### src/rtl/pc_stack_unit.sv
// pc_stack_unit: program counter with four-way next-PC select and circular return-address stack
module pc_stack_unit #(
  parameter int WIDTH = 16,
  parameter int DEPTH = 8,
  parameter logic [WIDTH-1:0] RESET_PC = '0
) (
  input  logic                       Clk,
  input  logic                       Reset,
  input  logic                       LD_PC,
  input  logic [1:0]                 PCMUX,
  input  logic                       PUSH,
  input  logic [WIDTH-1:0]           pc_din1,
  input  logic [WIDTH-1:0]           pc_din2,
  output logic [WIDTH-1:0]           PC,
  output logic [$clog2(DEPTH+1)-1:0] sp_count,
  output logic                       stack_empty,
  output logic                       stack_full,
  output logic                       overflow,
  output logic                       underflow
);
  localparam int PW = $clog2(DEPTH);
  localparam int CW = $clog2(DEPTH+1);
  logic [WIDTH-1:0] mem [DEPTH];
  logic [PW-1:0] tp, tp_inc, tp_dec;
  logic [WIDTH-1:0] pc_inc, top, pc_next;
  logic pop, pop_ok, push_ok, swap;
  assign stack_empty = sp_count == '0;
  assign stack_full  = sp_count == CW'(DEPTH);
  assign pc_inc  = PC + WIDTH'(1);
  assign top     = mem[tp];
  assign tp_inc  = (tp == PW'(DEPTH-1)) ? '0 : tp + PW'(1);
  assign tp_dec  = (tp == '0) ? PW'(DEPTH-1) : tp - PW'(1);
  assign pop     = LD_PC && PCMUX == 2'b11;
  assign pop_ok  = pop && !stack_empty;
  assign push_ok = LD_PC && PUSH && !pop;
  assign swap    = pop_ok && PUSH;
  always_comb
    pc_next = (PCMUX == 2'b00) ? pc_inc :
              (PCMUX == 2'b01) ? pc_din1 :
              (PCMUX == 2'b10) ? pc_din2 :
              (stack_empty ? PC : top);
  always_ff @(posedge Clk) begin
    if (Reset) begin
      PC        <= RESET_PC;
      sp_count  <= '0;
      tp        <= '0;
      overflow  <= 1'b0;
      underflow <= 1'b0;
    end else if (LD_PC) begin
      PC <= pc_next;
      if (push_ok) begin
        tp       <= tp_inc;
        sp_count <= stack_full ? sp_count : sp_count + CW'(1);
        overflow <= overflow | stack_full;
      end else if (pop_ok && !swap) begin
        tp       <= tp_dec;
        sp_count <= sp_count - CW'(1);
      end
      if (pop && stack_empty) underflow <= 1'b1;
    end
  end
  // When full, tp_inc lands on the oldest entry, so a push silently discards it
  always_ff @(posedge Clk) begin
    if (!Reset && push_ok) mem[tp_inc] <= pc_inc;
    else if (!Reset && swap) mem[tp] <= pc_inc;
  end
endmodule

### config.mk
export PLATFORM = sky130hd
export DESIGN_NAME = pc_stack_unit
export DESIGN_NICKNAME = d
export VERILOG_FILES = /design/src/rtl/pc_stack_unit.sv
export SDC_FILE = /design/constraint.sdc
export NUM_CORES = 1
export LEC_CHECK = 0
export BUFFER_PORTS_ARGS = -buffer_cell sky130_fd_sc_hd__buf_2
export CORE_MARGIN = 2
export CORE_UTILIZATION = 34
export DETAILED_ROUTE_END_ITERATION = 7
export GPL_ROUTABILITY_DRIVEN = 0
export GPL_TIMING_DRIVEN = 0
export PLACE_DENSITY = 0.59
export RECOVER_POWER = 50
export SLEW_MARGIN = 20
export SYNTH_ARGS = -nofsm -noshare
export SYNTH_HDL_FRONTEND = slang
export SYNTH_SLANG_ARGS = --single-unit
### constraint.sdc
create_clock -name Clk -period 2.71 [get_ports Clk]
set_input_delay 0.271 -clock Clk [delete_from_list [all_inputs] [get_ports Clk]]
set_output_delay 0.271 -clock Clk [all_outputs]
set_load 0.01 [all_outputs]
==> results of run 1 <==
[layout make-up]
| cell class | count | area (um2) |
|---|---|---|
| Buffer | 26 | 149 |
| Clock buffer | 21 | 450 |
| Clock inverter | 11 | 144 |
| Fill cell | 1900 | 12000 |
| Inverter | 15 | 57.6 |
| Multi-Input combinational cell | 324 | 2520 |
| Sequential cell | 156 | 4400 |
| Tap cell | 270 | 338 |
| Timing Repair Buffer | 69 | 404 |
[cells by family after synthesis]
kind of cell / share of synthesized area, %
compound gates: 10.7
xor+xnor: 2.09
fa+ha+maj: 2.21
buf+inv: 3.13
flops: 61.8
mux: 10.6
simple gates: 9.49
[power groups by stage]
stage / sequential [mW] / clock [mW] / combinational (mW)
6_report: 2.78 / 2.40 / 0.719
5_1_grt: 2.79 / 2.53 / 0.784
4_1_cts: 2.78 / 2.43 / 0.742
3_5_place_dp: 2.83 / 0 / 0.732
3_3_place_gp: 2.83 / 0 / 0.705
2_1_floorplan: 2.82 / 0 / 0.469
[state kept, by name, summed over array words and instances, names as in the netlist, named ones only]
register	flops
overflow	1
PC	16
tp	3
underflow	1
mem	128
sp_count	4
[stage by stage]
| step | TNS [ps] | power [mW] | hold slack [ps] | cell area [um2] |
|---|---|---|---|---|
| finish | 0 | 5.90 | 232 | 8470 |
| global route | -133 | 6.10 | 263 | 8470 |
| CTS | 0 | 5.95 | 225 | 8510 |
| detailed placement | -13540 | 3.56 | 462 | 7820 |
| global placement | -77510 | 3.53 | 447 | 7770 |
| floorplan | -439 | 3.29 | 426 | 7120 |
[placed cells by master, fill, tap and decap left out, types with 5 or more instances in the layout]
master       n
edfxtp_1   128
mux2i_1     48
clkbuf_1    43
buf_2       40
nor2_1      35
dfxtp_1     28
nand2_1     23
a22oi_1     21
nand3_1     18
a21oi_1     17
clkbuf_16   17
inv_1       14
nor3_1      12
ha_1        11
o21ai_0     10
mux4_2      10
xnor2_1      9
a221oi_1     9
xor2_1       8
nand2b_1     6
nor2b_1      6
a211oi_1     6
nor2_4       5
buf_12       5
[worst paths after layout]
check	startpoint	to	cells after the start	slack (ps)
max	sp_count[3]	mem[3][13]	4	120
min reg2reg	overflow	overflow	2	470
min	LD_PC	PC[0]	3	230
max reg2reg	sp_count[3]	mem[3][13]	4	120
[worst reg2reg max path, stage by stage (launching register included)]
cell	delay, ps
dfxtp_1	370
or4_4	580
and3_4	210
mux2i_1	600
and2_4	500
[layer usage]
layer  vias up  wire (um)
met5         -          0
li1       2192          -
met2       161       9210
met3        36       1140
met4         0        507
met1      2351       7930
[repair_timing]
| item | in CTS | in global routing |
|---|---|---|
| endpoints found under the setup margin | 96 | 58 |
| resized for setup | 3 | 2 |
| setup buffers | 5 | 2 |
| endpoints found under the hold margin | 0 | 0 |
| pin swaps | 3 | 0 |
| hold buffers | 0 | 0 |
==> metrics.txt, run 1 <==
status completed; worst-margin pin slew about 860 ps; post-DR vias/cell 5.31; Worst Path Buf+Inv 0; Yosys reg bits 156; fraction of power consumed by sequential logic 47.1%; Warnings, synthesis 0; IO Pins 62; Port Buf Inserts around 60; final hold viol count 0; critical path type reg2reg; Root Driver clkbuf_16; CP required 2800 ps; Psw approximately 1.5 mW; DP Worst Slack -399 ps; Slowest-stage cell, CP mux2i_1; area added between synthesis and finish 18.9%; Hold Path Class in2reg; Ant. Diodes 0; most frequent cells after synthesis 128 x edfxtp_1, 48 x mux2i_1, 41 x nor2_1; maximum clock rate around 390 MHz; met3 Use GR 2.87%; fin crit share a little over nine tenths; post-route setup slack 118 ps; largest net degree at the start of global routing 17; Synth Net Count between 500 and 600; ys async rst share 0%; vias in the first global route 4725; Final ANT Viol Nets 0; clock latency on the worst-skew pair 430 ps; Yosys top cell by area edfxtp_1; DRC 0; Max Slew Vio Count 0; CTS tree built; Worst VDD drop 0.540 mV; Post-Layout Cell Count 892; Cell Chain, Critical Path or4_4, and3_4, mux2i_1, and2_4; post-synth top area share 54.0%; Die Y 149 um; crit path launch type flip-flop; die width about 150 um; Worst setup EP type flip-flop; M2 GR Usage 28.8%; Clock Sinks 156; HPWL after detailed placement 12500 um; # rows 52; post-DR wirelength/cell 21.1 um; Total Die Area 0.0221 mm2; Post-synth EDFFs 128; Vias 4740; met1 usage in global routing 22.2%; cts bufs inserted 17; area of the core 0.0204 mm2; critical path arrival between 2000 and 3000 ps; Fin Clk Skew 6.73 ps; CP Max Fanout 16; grt total ovfl 0; fin crit period 2590 ps; final core utilization 41.5%; Pwr Density between 600 and 700 mW/mm2; Comb power frac 12.2%; Crit path largest cell delay 600 ps; drt total wl 18800 um; Seq/Total Area, Yosys slightly above 60%; Mapped Cells ~520; Syn Std Cell Area around 0.0071 mm2; overall routing resource usage between 10% and 20%; Lkg Pwr 2.84 nW; Setup Viol. Count Final 0; DR pass1 iterations 5; clock share of power between 40 and 50%; Sw Ratio 24.7%; nets@finish 659; cell family contributing the most delay on the critical path simple AND/OR/NAND/NOR gates; first-pass GRT wire length roughly 28000 um; Iter 0 DRT Violations 399; Initial Utilization 34.9%; CTS max path bufs 2; slew margin rel. 42.4%; Clock transition at path regs 60 ps; Yosys cell types 63; syn_area_per_cell 13.7 um2; max_cap viols 0; GRT Max-Usage Layer met2; Top FF cell, synth edfxtp_1; count leader, synth edfxtp_1; largest cells by area after synthesis edfxtp_1 54%, dfxtp_1 7.9%, mux2i_1 6.7%; Cell Int Power 4.44 mW; share of layout cells above drive strength 1 19.6%; H-tree depth 4; Post-Place Cells 853; initial antenna violation count 0
(Power assumes the default switching activity.)
==> inputs of run 2 (changes only) <==
--- a/config.mk
+++ b/config.mk
@@ -5,6 +5,7 @@
 export SDC_FILE = /design/constraint.sdc
 export NUM_CORES = 1
 export LEC_CHECK = 0
+export ABC_AREA = 1
 export BUFFER_PORTS_ARGS = -buffer_cell sky130_fd_sc_hd__buf_2
 export CORE_MARGIN = 2
 export CORE_UTILIZATION = 34
@@ -17,3 +18,4 @@
 export SYNTH_ARGS = -nofsm -noshare
 export SYNTH_HDL_FRONTEND = slang
 export SYNTH_SLANG_ARGS = --single-unit
+export TNS_END_PERCENT = 100
==> run 2 against run 1 <==
  * Sequential power barely moved
  * Final area rose by 3.6%
  * Critical endpoint is now PC[12]
  * Largest power group unchanged
  * Critical path depth rose by 3
  * Hold slack got worse by 93 ps
==> metrics.txt, run 2 <==
final hold viol count 0 (unchanged); Hold Buf Count CTS 0 (unchanged); die width 153 um (was 149 um); Total Die Area 0.0235 mm2 (was 0.0221 mm2); post-DR vias/cell 4.87 (was 5.31); first-pass GRT wire length 31700 um (was 27600 um); Warnings, synthesis 0 (unchanged); Port Buf Inserts 61 (unchanged); Mapped Cells 805 (was 521); Root Driver clkbuf_16 (unchanged); critical path type reg2reg (unchanged); # rows 54 (was 52); CP required 3070 ps (was 2800 ps); top flop regs mem: 128 flops, PC: 16 flops, sp_count: 4 flops (unchanged); Lkg Pwr 3.58 nW (was 2.84 nW); share of layout cells above drive strength 1 14.4% (was 19.6%); Clock Sinks 156 (unchanged); area added between synthesis and finish 16.0% (was 18.9%); RSZ-0062 raised after global routing false; Yosys top cell by area edfxtp_1 (unchanged); CTS tree built (unchanged); CTS max path bufs 2 (unchanged); Worst VDD drop 0.301 mV (was 0.540 mV); status completed (unchanged); DR pass1 iterations 7 (was 5); commonest cells after routing, fill and taps aside 185 x nand2_1, 128 x edfxtp_1, 93 x inv_1, 86 x nor2_1, 79 x nand3_1 (was 128 x edfxtp_1, 48 x mux2i_1, 43 x clkbuf_1, 40 x buf_2, 35 x nor2_1); Pwr Density 666 mW/mm2 (was 697 mW/mm2); DRC 0 (unchanged); nets@finish 939 (was 659); CP Max Fanout 9 (was 16); area of the core 0.0218 mm2 (was 0.0204 mm2); Yosys reg bits 156 (unchanged); largest cells by area after synthesis edfxtp_1 51%, nand2_1 9.0%, dfxtp_1 7.4% (was edfxtp_1 54%, dfxtp_1 7.9%, mux2i_1 6.7%); Die Y 153 um (was 149 um); Yosys cell types 42 (was 63); Seq/Total Area, Yosys 58.2% (was 61.8%); syn_area_per_cell 9.40 um2 (was 13.7 um2); post-synth top area share 50.8% (was 54.0%); Max Slew Vio Count 0 (unchanged); Final ANT Viol Nets 0 (unchanged); clock latency on the worst-skew pair 430 ps (about the same); Top FF cell, synth edfxtp_1 (unchanged); overall routing resource usage 17.8% (was 17.2%); DP Worst Slack -45.5 ps (was -399 ps); largest net degree at the start of global routing 17 (unchanged); CTS resizes 0 (was 3); Ant. Diodes 0 (unchanged); postcts setup bufs 0 (was 5); cts bufs inserted 17 (unchanged); fin crit share 92.8% (was 95.7%); IO Pins 62 (unchanged); Reg with most FFs mem (unchanged); Iter 0 DRT Violations 489 (was 399); Initial Utilization 34.7% (was 34.9%); Fin Clk Skew 7.75 ps (was 6.73 ps); drt total wl 20300 um (was 18800 um); Syn Std Cell Area 0.00757 mm2 (was 0.00712 mm2); post-DR wirelength/cell 17.2 um (was 21.1 um); Synth Net Count 855 (was 571); Largest register FFs 128 (unchanged); vias in the first global route 5666 (was 4725); Clock transition at path regs 60 ps (about the same); commonest non-fill, non-tap cell in the layout nand2_1 (was edfxtp_1); count leader, synth nand2_1 (was edfxtp_1); worst-margin pin slew 945 ps (was 865 ps); H-tree depth 4 (unchanged); grt total ovfl 0 (unchanged); Vias 5747 (was 4740); HPWL after detailed placement 14100 um (was 12500 um); Worst setup EP type flip-flop (unchanged); Post-synth EDFFs 128 (unchanged); setup TNS 0 ps (unchanged); post-route setup slack 194 ps (was 118 ps); initial antenna violation count 0 (unchanged); fin crit period 2520 ps (was 2590 ps); max_cap viols 0 (unchanged); crit path launch type flip-flop (unchanged); maximum clock rate 398 MHz (was 386 MHz); Setup Viol. Count Final 0 (unchanged); sequential cell area 0.00440 mm2 (unchanged); most frequent cells after synthesis 181 x nand2_1, 128 x edfxtp_1, 91 x nor2_1 (was 128 x edfxtp_1, 48 x mux2i_1, 41 x nor2_1); Multi-input gate area 0.00255 mm2 (was 0.00252 mm2); fillcell total 2159 (was 1900); ys async rst share 0% (unchanged); slew margin rel. 36.8% (was 42.4%); Hold Path Class in2reg (unchanged); critical path arrival 2870 ps (was 2690 ps)
run 2: logic make-up (layout without fill, tap and decap cells):
group	count (synthesis)	count (layout)	synth area share, %
buffers and inverters	133	229	8.02
XOR/XNOR	13	13	1.60
AO/OA/AOI/OAI	104	104	8.04
AND/OR/NAND/NOR	387	387	22.1
flip-flops	156	156	58.2
adder cells (fa/ha/maj)	12	12	2.08
run 2: report_power, final:
part	internal [mW]	leakage [nW]	switching [mW]	total (mW)
Clock	1.26	0.253	0.966	2.23
Sequential	2.71	1.40	0.0675	2.78
Combinational	0.260	1.92	0.579	0.839
run 2: final timing paths:
check / end / cells past startpoint / slack, ps / start
min: PC[10] / 3 / 140 / pc_din1[10]
max reg2reg: PC[12] / 7 / 190 / PC[0]
max: PC[12] / 7 / 190 / PC[0]
min reg2reg: underflow / 1 / 470 / underflow
run 2: cell type report:
class / count / area share, %
plain buffers: 37 / 2.67
clock buffers: 18 / 4.89
clock inverters: 13 / 1.37
inverters: 96 / 4.13
multi-input cells: 516 / 29.1
flip-flops and latches: 156 / 50.2
well taps: 280 / 3.99
repair buffers: 65 / 3.69
run 2: worst max-delay path, cell delays in order, from the launching register on:
cell     delay [ps]
dfxtp_1         480
ha_1            310
nand2_1         130
nor2_1          280
nand3_1         150
xor2_1          760
a21oi_1         150
a21oi_1         190
run 2: metrics by stage:
stage / std cells / total power [mW] / hold WS [ps] / util [%] / cell area [um2]
6_report: 1181 / 5.84 / 139 / 40.2 / 8780
5_1_grt: 1181 / 6.06 / 153 / 40.2 / 8780
4_1_cts: 1181 / 5.88 / 130 / 40.6 / 8860
3_5_place_dp: 1150 / 3.68 / 454 / 38.1 / 8310
2_1_floorplan: 805 / 3.35 / 472 / - / 7570
3_3_place_gp: 1146 / 3.66 / 448 / 37.7 / 8220
run 2: metal layers:
metal | track usage (%) | routed length, um
met4 | 5.16 | 274
met5 | 0 | 0
met2 | 30.4 | 9830
met3 | 3.74 | 1220
met1 | 22.9 | 9000
